## src/rtl/imem_loader_pkg.sv

```systemverilog
// Shared definitions for the instruction-memory boot loader:
// FSM encoding, word geometry and checksum width.
package loader_pkg;

    // Loader FSM states, 3-bit encoding.
    typedef enum logic [2:0] {
        ST_IDLE  = 3'd0,
        ST_LEN   = 3'd1,
        ST_DATA  = 3'd2,
        ST_CSUM  = 3'd3,
        ST_DONE  = 3'd4,
        ST_ERROR = 3'd5
    } loader_state_t;

    // Image bytes per 32-bit word (MSB byte first on the wire).
    localparam int BYTES_PER_WORD = 4;

    // Width of the length, instruction and checksum words.
    localparam int CSUM_WIDTH = 32;

    // True in the states where the loader consumes image bytes.
    function automatic logic accepts_bytes(input loader_state_t st);
        return (st == ST_LEN) || (st == ST_DATA) || (st == ST_CSUM);
    endfunction

endpackage

```

## src/rtl/imem_loader_if.sv

```systemverilog
// Byte-stream input and instruction-memory write port of the loader.
// master: the environment side (byte source, memory sink).
// slave : the loader itself.
interface imem_loader_if #(
    parameter int ADDR_WIDTH = 10
);
    logic [7:0]            in_byte;
    logic                  in_valid;
    logic                  in_ready;
    logic                  mem_we;
    logic [ADDR_WIDTH-1:0] mem_addr;
    logic [31:0]           mem_wdata;

    modport master (
        output in_byte,
        output in_valid,
        input  in_ready,
        input  mem_we,
        input  mem_addr,
        input  mem_wdata
    );

    modport slave (
        input  in_byte,
        input  in_valid,
        output in_ready,
        output mem_we,
        output mem_addr,
        output mem_wdata
    );
endinterface

```

## src/rtl/imem_loader_assembler.sv

```systemverilog
// Byte-to-word assembler: a 2-bit byte counter plus a shift register
// holding the first three bytes of the current word. The fourth byte is
// merged combinationally, so word_valid pulses in the same cycle the last
// byte is accepted and the caller can register the result directly.
module byte_word_assembler
    import loader_pkg::*;
(
    input  logic                  clk,
    input  logic                  reset,
    input  logic                  clear,
    input  logic                  byte_valid,
    input  logic [7:0]            byte_in,
    output logic                  word_valid,
    output logic [CSUM_WIDTH-1:0] word
);

    localparam logic [1:0] LAST_BYTE = 2'(BYTES_PER_WORD - 1);

    logic [1:0]  cnt_q, cnt_d;
    logic [23:0] shift_q, shift_d;

    // Next counter / shift contents; counter wraps to 0 at each word boundary.
    always_comb begin
        cnt_d   = cnt_q;
        shift_d = shift_q;
        if (clear) begin
            cnt_d   = 2'd0;
            shift_d = 24'd0;
        end else if (byte_valid) begin
            cnt_d   = cnt_q + 2'd1;
            shift_d = {shift_q[15:0], byte_in};
        end
    end

    // Counter and shift register storage.
    always_ff @(posedge clk or posedge reset) begin
        if (reset) begin
            cnt_q   <= 2'd0;
            shift_q <= 24'd0;
        end else begin
            cnt_q   <= cnt_d;
            shift_q <= shift_d;
        end
    end

    assign word_valid = byte_valid && !clear && (cnt_q == LAST_BYTE);
    assign word       = {shift_q, byte_in};

endmodule

```

## src/rtl/imem_loader.sv

```systemverilog
// Boot-time instruction-memory loader. Consumes a length word, N
// instruction words and a checksum word from a byte stream, writes the
// instructions into instruction memory and releases the CPU from reset
// only after the checksum matches.
module imem_loader
    import loader_pkg::*;
#(
    parameter int ADDR_WIDTH = 10,
    parameter int BASE_ADDR  = 0
)(
    input  logic                clk,
    input  logic                reset,
    input  logic                start,
    imem_loader_if.slave        bus,
    output logic                cpu_reset,
    output logic                done,
    output logic                error,
    output logic [ADDR_WIDTH:0] words_loaded
);

    localparam logic [ADDR_WIDTH-1:0] BASE     = ADDR_WIDTH'(BASE_ADDR);
    localparam logic [ADDR_WIDTH-1:0] ADDR_ONE = ADDR_WIDTH'(1);
    localparam logic [ADDR_WIDTH:0]   CNT_ONE  = (ADDR_WIDTH + 1)'(1);
    // Largest legal N is the full memory capacity.
    localparam logic [CSUM_WIDTH:0]   CAPACITY = (CSUM_WIDTH + 1)'(1) << ADDR_WIDTH;

    loader_state_t              state_q, state_d;
    logic [ADDR_WIDTH:0]        n_q, n_d;
    logic [ADDR_WIDTH-1:0]      addr_q, addr_d;
    logic [ADDR_WIDTH:0]        count_q, count_d;
    logic [CSUM_WIDTH-1:0]      sum_q, sum_d;
    logic                       mem_we_q, mem_we_d;
    logic [31:0]                mem_wdata_q, mem_wdata_d;
    logic                       done_q, done_d;
    logic                       error_q, error_d;
    logic                       cpu_reset_q, cpu_reset_d;

    logic                       in_ready_c;
    logic                       accept;
    logic                       restart;
    logic                       word_valid;
    logic [CSUM_WIDTH-1:0]      word;

    assign in_ready_c = accepts_bytes(state_q);
    assign accept     = bus.in_valid && in_ready_c;
    // start is honoured only outside an active load.
    assign restart    = start && !in_ready_c;

    byte_word_assembler u_asm (
        .clk        (clk),
        .reset      (reset),
        .clear      (restart),
        .byte_valid (accept),
        .byte_in    (bus.in_byte),
        .word_valid (word_valid),
        .word       (word)
    );

    // Next-state logic, write scheduling and running checksum.
    always_comb begin
        state_d     = state_q;
        n_d         = n_q;
        addr_d      = addr_q;
        count_d     = count_q;
        sum_d       = sum_q;
        mem_we_d    = 1'b0;
        mem_wdata_d = mem_wdata_q;

        // The write cycle itself advances address, count and sum.
        if (mem_we_q) begin
            addr_d  = addr_q + ADDR_ONE;
            count_d = count_q + CNT_ONE;
            sum_d   = sum_q + mem_wdata_q;
        end

        unique case (state_q)
            ST_IDLE, ST_DONE, ST_ERROR: begin
                if (start) begin
                    state_d = ST_LEN;
                    n_d     = '0;
                    addr_d  = BASE;
                    count_d = '0;
                    sum_d   = '0;
                end
            end
            ST_LEN: begin
                if (word_valid) begin
                    n_d = word[ADDR_WIDTH:0];
                    if ({1'b0, word} > CAPACITY) begin
                        state_d = ST_ERROR;
                    end else if (word == '0) begin
                        state_d = ST_CSUM;
                    end else begin
                        state_d = ST_DATA;
                    end
                end
            end
            ST_DATA: begin
                if (word_valid) begin
                    mem_we_d    = 1'b1;
                    mem_wdata_d = word;
                    // Earlier writes have already landed in count_q here.
                    if (count_q + CNT_ONE == n_q) begin
                        state_d = ST_CSUM;
                    end
                end
            end
            ST_CSUM: begin
                // sum_d folds in a write still pending this cycle.
                if (word_valid) begin
                    state_d = (word == sum_d) ? ST_DONE : ST_ERROR;
                end
            end
            default: state_d = ST_IDLE;
        endcase

        done_d      = (state_d == ST_DONE);
        error_d     = (state_d == ST_ERROR);
        cpu_reset_d = (state_d != ST_DONE);
    end

    // State and output registers; asynchronous reset aborts any load.
    always_ff @(posedge clk or posedge reset) begin
        if (reset) begin
            state_q     <= ST_IDLE;
            n_q         <= '0;
            addr_q      <= BASE;
            count_q     <= '0;
            sum_q       <= '0;
            mem_we_q    <= 1'b0;
            mem_wdata_q <= '0;
            done_q      <= 1'b0;
            error_q     <= 1'b0;
            cpu_reset_q <= 1'b1;
        end else begin
            state_q     <= state_d;
            n_q         <= n_d;
            addr_q      <= addr_d;
            count_q     <= count_d;
            sum_q       <= sum_d;
            mem_we_q    <= mem_we_d;
            mem_wdata_q <= mem_wdata_d;
            done_q      <= done_d;
            error_q     <= error_d;
            cpu_reset_q <= cpu_reset_d;
        end
    end

    assign bus.in_ready  = in_ready_c;
    assign bus.mem_we    = mem_we_q;
    assign bus.mem_addr  = addr_q;
    assign bus.mem_wdata = mem_wdata_q;
    assign cpu_reset     = cpu_reset_q;
    assign done          = done_q;
    assign error         = error_q;
    assign words_loaded  = count_q;

endmodule

```

## src/flat_wrapper.sv

```systemverilog
// flat-port wrapper written by rule: the top's interface ports become plain ports
module imem_loader_flat import loader_pkg::*;
#(
    parameter int ADDR_WIDTH = 10,
    parameter int BASE_ADDR  = 0
)
  (clk, reset, start, cpu_reset, done, error, words_loaded, bus_in_byte, bus_in_valid, bus_in_ready, bus_mem_we, bus_mem_addr, bus_mem_wdata);
  imem_loader_if #(.ADDR_WIDTH(ADDR_WIDTH)) bus_i ();
  input  logic clk;
  input  logic reset;
  input  logic start;
  output logic cpu_reset;
  output logic done;
  output logic error;
  output logic [ADDR_WIDTH:0] words_loaded;
  input wire logic [$bits(bus_i.in_byte)-1:0] bus_in_byte;
  input wire logic [$bits(bus_i.in_valid)-1:0] bus_in_valid;
  output wire logic [$bits(bus_i.in_ready)-1:0] bus_in_ready;
  output wire logic [$bits(bus_i.mem_we)-1:0] bus_mem_we;
  output wire logic [$bits(bus_i.mem_addr)-1:0] bus_mem_addr;
  output wire logic [$bits(bus_i.mem_wdata)-1:0] bus_mem_wdata;
  assign bus_i.in_byte = bus_in_byte;
  assign bus_i.in_valid = bus_in_valid;
  assign bus_in_ready = bus_i.in_ready;
  assign bus_mem_we = bus_i.mem_we;
  assign bus_mem_addr = bus_i.mem_addr;
  assign bus_mem_wdata = bus_i.mem_wdata;
  imem_loader #(.ADDR_WIDTH(ADDR_WIDTH), .BASE_ADDR(BASE_ADDR)) u_core (.clk(clk), .reset(reset), .start(start), .bus(bus_i), .cpu_reset(cpu_reset), .done(done), .error(error), .words_loaded(words_loaded));
endmodule
```

## config.mk

```make
export PLATFORM = sky130hd
export DESIGN_NAME = imem_loader_flat
export DESIGN_NICKNAME = d
export VERILOG_FILES = /design/src/rtl/imem_loader_pkg.sv /design/src/rtl/imem_loader_if.sv /design/src/rtl/imem_loader_assembler.sv /design/src/rtl/imem_loader.sv /design/src/flat_wrapper.sv
export SDC_FILE = /design/constraint.sdc
export NUM_CORES = 1
export LEC_CHECK = 0
export BUFFER_PORTS_ARGS = -buffer_cell sky130_fd_sc_hd__buf_2
export CAP_MARGIN = 25
export CORE_ASPECT_RATIO = 1.5
export CORE_MARGIN = 5
export CORE_UTILIZATION = 61
export DETAILED_ROUTE_END_ITERATION = 8
export PLACE_DENSITY = 0.9
export SYNTH_ARGS = -nofsm -noshare
export SYNTH_HDL_FRONTEND = slang
export SYNTH_SLANG_ARGS = --single-unit
```

## constraint.sdc

```tcl
create_clock -name clk -period 5.5 [get_ports clk]
set_input_delay 0.55 -clock clk [delete_from_list [all_inputs] [get_ports clk]]
set_output_delay 0.55 -clock clk [all_outputs]
set_load 0.02 [all_outputs]
```

## Word-level counts from Yosys, hierarchy flattened

Cells that the tools add are included.

| word-level totals | value |
|---|---|
| bits in registers | 129 |
| input bits | 12 |
| output and inout port bits | 58 |
| logic and storage cells | 72 |

| operators by class | value |
|---|---|
| $add $sub $neg | 4 |
| order comparisons | 1 |
| equal/unequal tests | 13 |
| muxes and demuxes | 27 |
| reductions and logical operators | 15 |

Operators by type and width:

| operator | number |
|---|---|
| $mux W32 | 3 |
| $mux W11 | 5 |
| $mux W24 | 2 |
| $add A32 B32 Y32 | 1 |
| $eq A32 B32 Y1 | 1 |
| $gt A32 B11 Y1 const B | 1 |
| $logic_not A32 Y1 | 1 |
| $mux W10 | 3 |
| $pmux W11 S2 | 1 |
| $mux W3 | 6 |
| $eq A3 B3 Y1 const B | 4 |
| $pmux W3 S4 | 1 |
| $add A11 B1 Y11 const B | 1 |
| $eq A11 B11 Y1 | 1 |
| $add A10 B1 Y10 const B | 1 |
| $eq A3 B2 Y1 const B | 2 |
| $logic_and A1 B1 Y1 | 4 |
| $mux W1 | 4 |
| $mux W2 | 2 |
| $ne A2 B2 Y1 const B | 2 |
| $reduce_bool A2 Y1 | 2 |
| $eq A3 B1 Y1 const B | 1 |
| $logic_not A3 Y1 | 1 |
| $ne A3 B3 Y1 const B | 1 |
| other kinds (7) | 9 |

## Longest topological paths before layout

| depth | value |
|---|---|
| word-level depth | 11 |
| depth in mapped cells | 14 |
| mapped depth without buffers | 13 |

## By module

Synthesis repeated with hierarchy kept, for this count alone.

| unflattened totals | value |
|---|---|
| cell total of the unflattened synthesis | 1,084 |
| area total of the unflattened synthesis | 9,604.2 µm² |

By module, submodules not included:

| module | times used | cells an instance | area each (µm²) | sequential area each (µm²) |
|---|---|---|---|---|
| imem_loader | 1 | 988 | 8,444.3 | 2,578.7 |
| byte_word_assembler | 1 | 96 | 1,159.9 | 650.6 |

## Worst setup path after synthesis

Ideal clock, no wire load.

| timing | value |
|---|---|
| kind | register to register |
| start | register u_core.mem_wdata_q[0], in the netlist u_core.bus.mem_wdata[0] |
| end | register u_core.error_q, in the netlist u_core.error |
| arrival | 3.161 ns |
| data required time | 5.369 ns |
| setup slack | 2.208 ns |
| cell stages (with the launch flop) | 15 |
| clock period less this slack | 3.292 ns |
| cells stage by stage | dfrtp_1 -> ha_1 -> inv_1 -> fa_1 -> nor2b_4 -> o2111ai_2 -> a21oi_2 -> or3_1 -> clkbuf_1 -> o2111ai_1 -> and4b_1 -> nand4_1 -> a2111oi_2 -> and4b_1 -> nor3b_1 |

| on the way | value |
|---|---|
| cells in the longest elaborated chain, start to end | 7 |

Ends and longest elaborated chain:

| item | RTL line | RTL |
|---|---|---|
| start: declaration | imem_loader.sv:33 | `logic [31:0] mem_wdata_q, mem_wdata_d;` |
| start signal: assignment | imem_loader.sv:142 | `mem_wdata_q <= mem_wdata_d;` |
| $add A32 B32 Y32 | imem_loader.sv:73 | `sum_d = sum_q + mem_wdata_q;` |
| $mux W32 | imem_loader.sv:70 | `if (mem_we_q) begin` |
| $eq A32 B32 Y1 | imem_loader.sv:111 | `state_d = (word == sum_d) ? ST_DONE : ST_ERROR;` |
| $mux W1 | imem_loader.sv:111 |  |
| $mux W3 | imem_loader.sv:110 | `if (word_valid) begin` |
| $pmux W3 S4 | imem_loader.sv:76 | `unique case (state_q)` |
| $eq A3 B3 Y1 | imem_loader.sv:118 | `error_d = (state_d == ST_ERROR);` |
| via u_core.error_d | imem_loader.sv:35 | `logic error_q, error_d;` |
| end signal: assignment | imem_loader.sv:144 | `error_q <= error_d;` |
| end: declaration | imem_loader.sv:35 |  |

The timed path passes the listed nets, and every way through them passes these cells.
A chain may end at the register's enable or synchronous reset.

## Worst setup path in the final report

| timing | value |
|---|---|
| start | register u_core.mem_we_q, in the netlist u_core.bus.mem_we |
| end | register u_core.state_q[0] |

| on the way | value |
|---|---|
| cells in the longest elaborated chain, start to end | 5 |

Ends and longest elaborated chain:

| item | RTL line | RTL |
|---|---|---|
| start: declaration | imem_loader.sv:32 | `logic mem_we_q, mem_we_d;` |
| start signal: assignment | imem_loader.sv:141 | `mem_we_q <= mem_we_d;` |
| $mux W32 | imem_loader.sv:70 |  |
| $eq A32 B32 Y1 | imem_loader.sv:111 |  |
| $mux W1 | imem_loader.sv:111 |  |
| $mux W3 | imem_loader.sv:110 |  |
| $pmux W3 S4 | imem_loader.sv:76 |  |
| via u_core.state_d[0] | imem_loader.sv:27 | `loader_state_t state_q, state_d;` |
| end signal: assignment | imem_loader.sv:136 | `state_q <= state_d;` |
| end: declaration | imem_loader.sv:27 |  |

The timed path passes the listed nets, and every way through them passes these cells.

==> metrics.md <==
| Metric | Value |
|---|---|
| Die height | 159 um |
| Post-Synthesis Cells | 1021 |
| CTS tree | built |
| Slew @ Worst Pin | 0.871 ns |
| Slew margin rel. | 0.415 |
| Total leakage power | 4.42 nW |
| Total Routing Usage GR | 0.348 |
| Max_cap viols | 0 |
| Cell Area, Synth | 9010 um^2 |
| Final Hold Fails | 0 |
| Fmax | 235 MHz |
| Final Core Density | 0.687 |
| Worst reg2reg setup slack | 1.25 ns |
| Crit path buf inv count | 1 |
| Post-DP HPWL | 21800 um |
| Max Fanout on Critical Path | 68 |
| Clock Root Buffer | clkbuf_16 |
| Drt first pass iters | 6 |
| Reg clk slew, reported paths | 0.06 ns |
| Port buffer count | 69 |
| Max IR drop VDD | 212 uV |
| Top FF cell, synth | dfrtp_1 |
| Power Total | 0.00399 W |
| Io pins | 70 |
| Pwr Density | 400 nW/um^2 |
| Async set or reset register ratio after synthesis | 1.00 |
| Max incr delay on CP | 0.94 ns |
| Setup_tns | 0 ns |
| Max Buffers Root-to-Sink | 2 |
| Final WL | 29800 um |
| Startpoint Class | flop |
| Slowest CP cell | dfrtp_4 |
| DR WL/cell | 23.8 um |
| Clk sink count | 129 |
| RSZ-0062 raised after global routing | no |
| Slew Viols, Final | 0 |
| Die span in x | 109 um |
| R2R Path Start | u_core.bus.mem_we |
| Total global routing overflow | 0 |
| Antenna cells | 0 |
| Layout Nets | 1092 |
| Rows | 54 |
| Minimum clock period | 4.25 ns |
| TritonCTS Buffers | 17 |
| Share of cells above drive strength 1 | 0.160 |
| First DRT Iteration DRCs | 1009 |
| Drt drc | 0 |
| Post-synthesis sequential element count | 129 |
| Final Cycle Share | 0.773 |
| Netlist cell types | 79 |
| Critical-path cell list | inv_1, a211o_1, nor3_1, xnor2_1, nor4_1, o2111a_1, nand4_1, a2111oi_2, and4b_1, nor2_1 |
| Post-route ant nets | 0 |
| R2R Path End | u_core.state_q[0] |
| Post-Syn Area per Cell | 8.82 um^2 |
| Worst clock skew | 0.00808 ns |
| Worst path required time | 5.80 ns |
| Fillers | 1169 |
| Post-CTS Setup Inserts | 0 |
| Clock Latency Late Sink | 0.44 ns |
| Initial core utilization | 0.620 |
| Worst R2R Path Depth | 10 |
| Post-synthesis sequential area ratio | 0.358 |
| Status | finished clean |
| Post-CTS resize count | 0 |
| EDFF count, synth | 0 |
| Worst EP arrival | 4.55 ns |
| Post-Syn Nets | 1068 |
| Global-route wire length before repair | 46200 um |
| Final setup fails | 0 |
| Vias in the first global route | 8260 |
| Hold Crit Class | primary input to asynchronous set/reset pin |
| Routability-driven placement congestion ratio | 1.02 |
| Die ar. | 17400 um^2 |
| Initial antenna violation count | 0 |
| Hold-fix buffers, CTS | 0 |
| Layout area overhead | 10.7% |
| Largest net degree at the start of global routing | 75 |
| Crit path max-delay family | simple AND/OR/NAND/NOR gates |
| Core ar. | 14500 um^2 |
| CTS H-tree depth | 4 |
| Crit path kind | flop to flop |
| Routed vias | 8453 |
| Synth warn | 0 |
| Crit end category | flop |
| Via-per-instance ratio | 6.74 |
[how the worst max path moves through the flow]
stage	start	to	cells after the start
final	u_core.bus.mem_we	u_core.state_q[0]	10
after global routing	u_core.bus.mem_we	u_core.cpu_reset	10
after CTS	u_core.bus.mem_we	u_core.state_q[0]	10
after detailed placement	u_core.bus.mem_we	u_core.cpu_reset	10
after global placement	u_core.bus.mem_we	u_core.error	10
after floorplan	reset	u_core.bus.mem_addr[0]	1
[metal layers]
metal  part of all wire  global-route usage  vias to the layer above
met5                  0                   0                        -
met4              0.075               0.218                        0
met3              0.065              0.0597                      147
met2               0.51               0.587                      442
met1               0.35               0.402                     4095
li1                   -                   -                     3769
[per-stage QoR]
stage,std cells,area (um^2),hold WS [ns],setup slack [ns]
finish,1254,9970,0.229,1.25
CTS,1254,9970,0.258,1.38
global route,1254,9970,0.288,1.16
global placement,1221,9380,0.469,1.43
floorplan,1021,9010,0.458,1.51
detailed placement,1222,9400,0.477,1.42
[flip-flops by register name (all words and copies together), names as in the netlist]
name,cells
u_core.done,1
u_core.state_q,3
u_core.sum_q,32
u_core.bus.mem_addr,10
u_core.n_q,11
u_core.cpu_reset,1
u_core.u_asm.cnt_q,2
u_core.bus.mem_we,1
u_core.bus.mem_wdata,32
u_core.u_asm.shift_q,24
u_core.error,1
u_core.words_loaded,11
[Yosys cell counts, types with 3 or more instances]
master       n  area, um^2
dfrtp_1    128        3200
buf_1        8        30.0
nand2b_1     4        25.0
nor2b_1      7        43.8
a311oi_1     5        43.8
xor2_1      39         342
inv_1       20        75.1
buf_2       15        75.1
a21o_1       7        52.6
a221oi_1     3        26.3
a211oi_1     9        67.6
nand2_1     89         334
and4b_1      3        30.0
clkbuf_1    47         176
nor3_1      24         120
nor4_1      13        81.3
a31oi_1     13        81.3
o221ai_1     4        35.0
nand3b_1     5        37.5
and2_1       5        31.3
xnor2_1     53         464
nor3b_1      5        37.5
or3_1       15        93.8
o211ai_1     9        67.6
o21a_1      16         120
mux2_2      33         372
o21ai_0     44         220
ha_1        34         425
nand3_1     29         145
nand4_1     30         188
nor2_1     108         405
o2111a_1     3        33.8
o2111ai_1    6        52.6
o32ai_1      3        26.3
a211o_1      3        26.3
o31ai_1      6        45.0
mux2i_1     22         220
a21oi_1     62         310
o21ai_1      3        15.0
a22o_1      26         228
and3_1      15        93.8
[area by class of cell]
class                   instances  area [um^2]  area share
clock buffers                  18          439      0.0440
clock inverters                14          130      0.0130
inverters                      20         80.1     0.00803
multi-input cells             799         5410       0.543
flip-flops and latches        129         3230       0.324
well taps                     196          245      0.0246
repair buffers                 78          433      0.0434
[report_power, final]
group / internal (W) / switching, W
clock network: 0.000638 / 0.000469
registers: 0.00117 / 0.000360
logic: 0.000543 / 0.000810
[logic make-up after synthesis]
kind of cell | synth area share
DFF | 0.358
xor gates and xnor gates | 0.0894
muxes | 0.0657
and+or+nand+nor | 0.202
buffers and inverters | 0.0418
AOI/OAI and AO/OA | 0.193
adders and majority gates | 0.0494
[worst reg2reg max path, cell delays in order (launching register included)]
cell and delay, ns:
dfrtp_4 0.94, inv_1 0.67, a211o_1 0.43, nor3_1 0.31, xnor2_1 0.11, nor4_1 0.42, o2111a_1 0.25, nand4_1 0.11
a2111oi_2 0.46, and4b_1 0.34, nor2_1 0.09
[layout by cell type, fill, tap and decap left out, drive strengths merged, types with 6 or more instances in the layout]
cell type,instances
nor2,108
a31oi,13
a311oi,6
a22o,26
a21o,7
and3,15
a211oi,9
inv,24
o21a,17
o2111ai,7
a21oi,65
nor3,24
ha,34
or3,16
xor2,39
clkbuf,18
xnor2,53
o211ai,9
nor4,13
mux2i,22
nor2b,8
o21ai,47
buf,78
nand2,90
mux2,33
o31ai,6
nand4,30
nand3,29
dfrtp,128
Note: power is estimated with default switching activity, not from simulation.
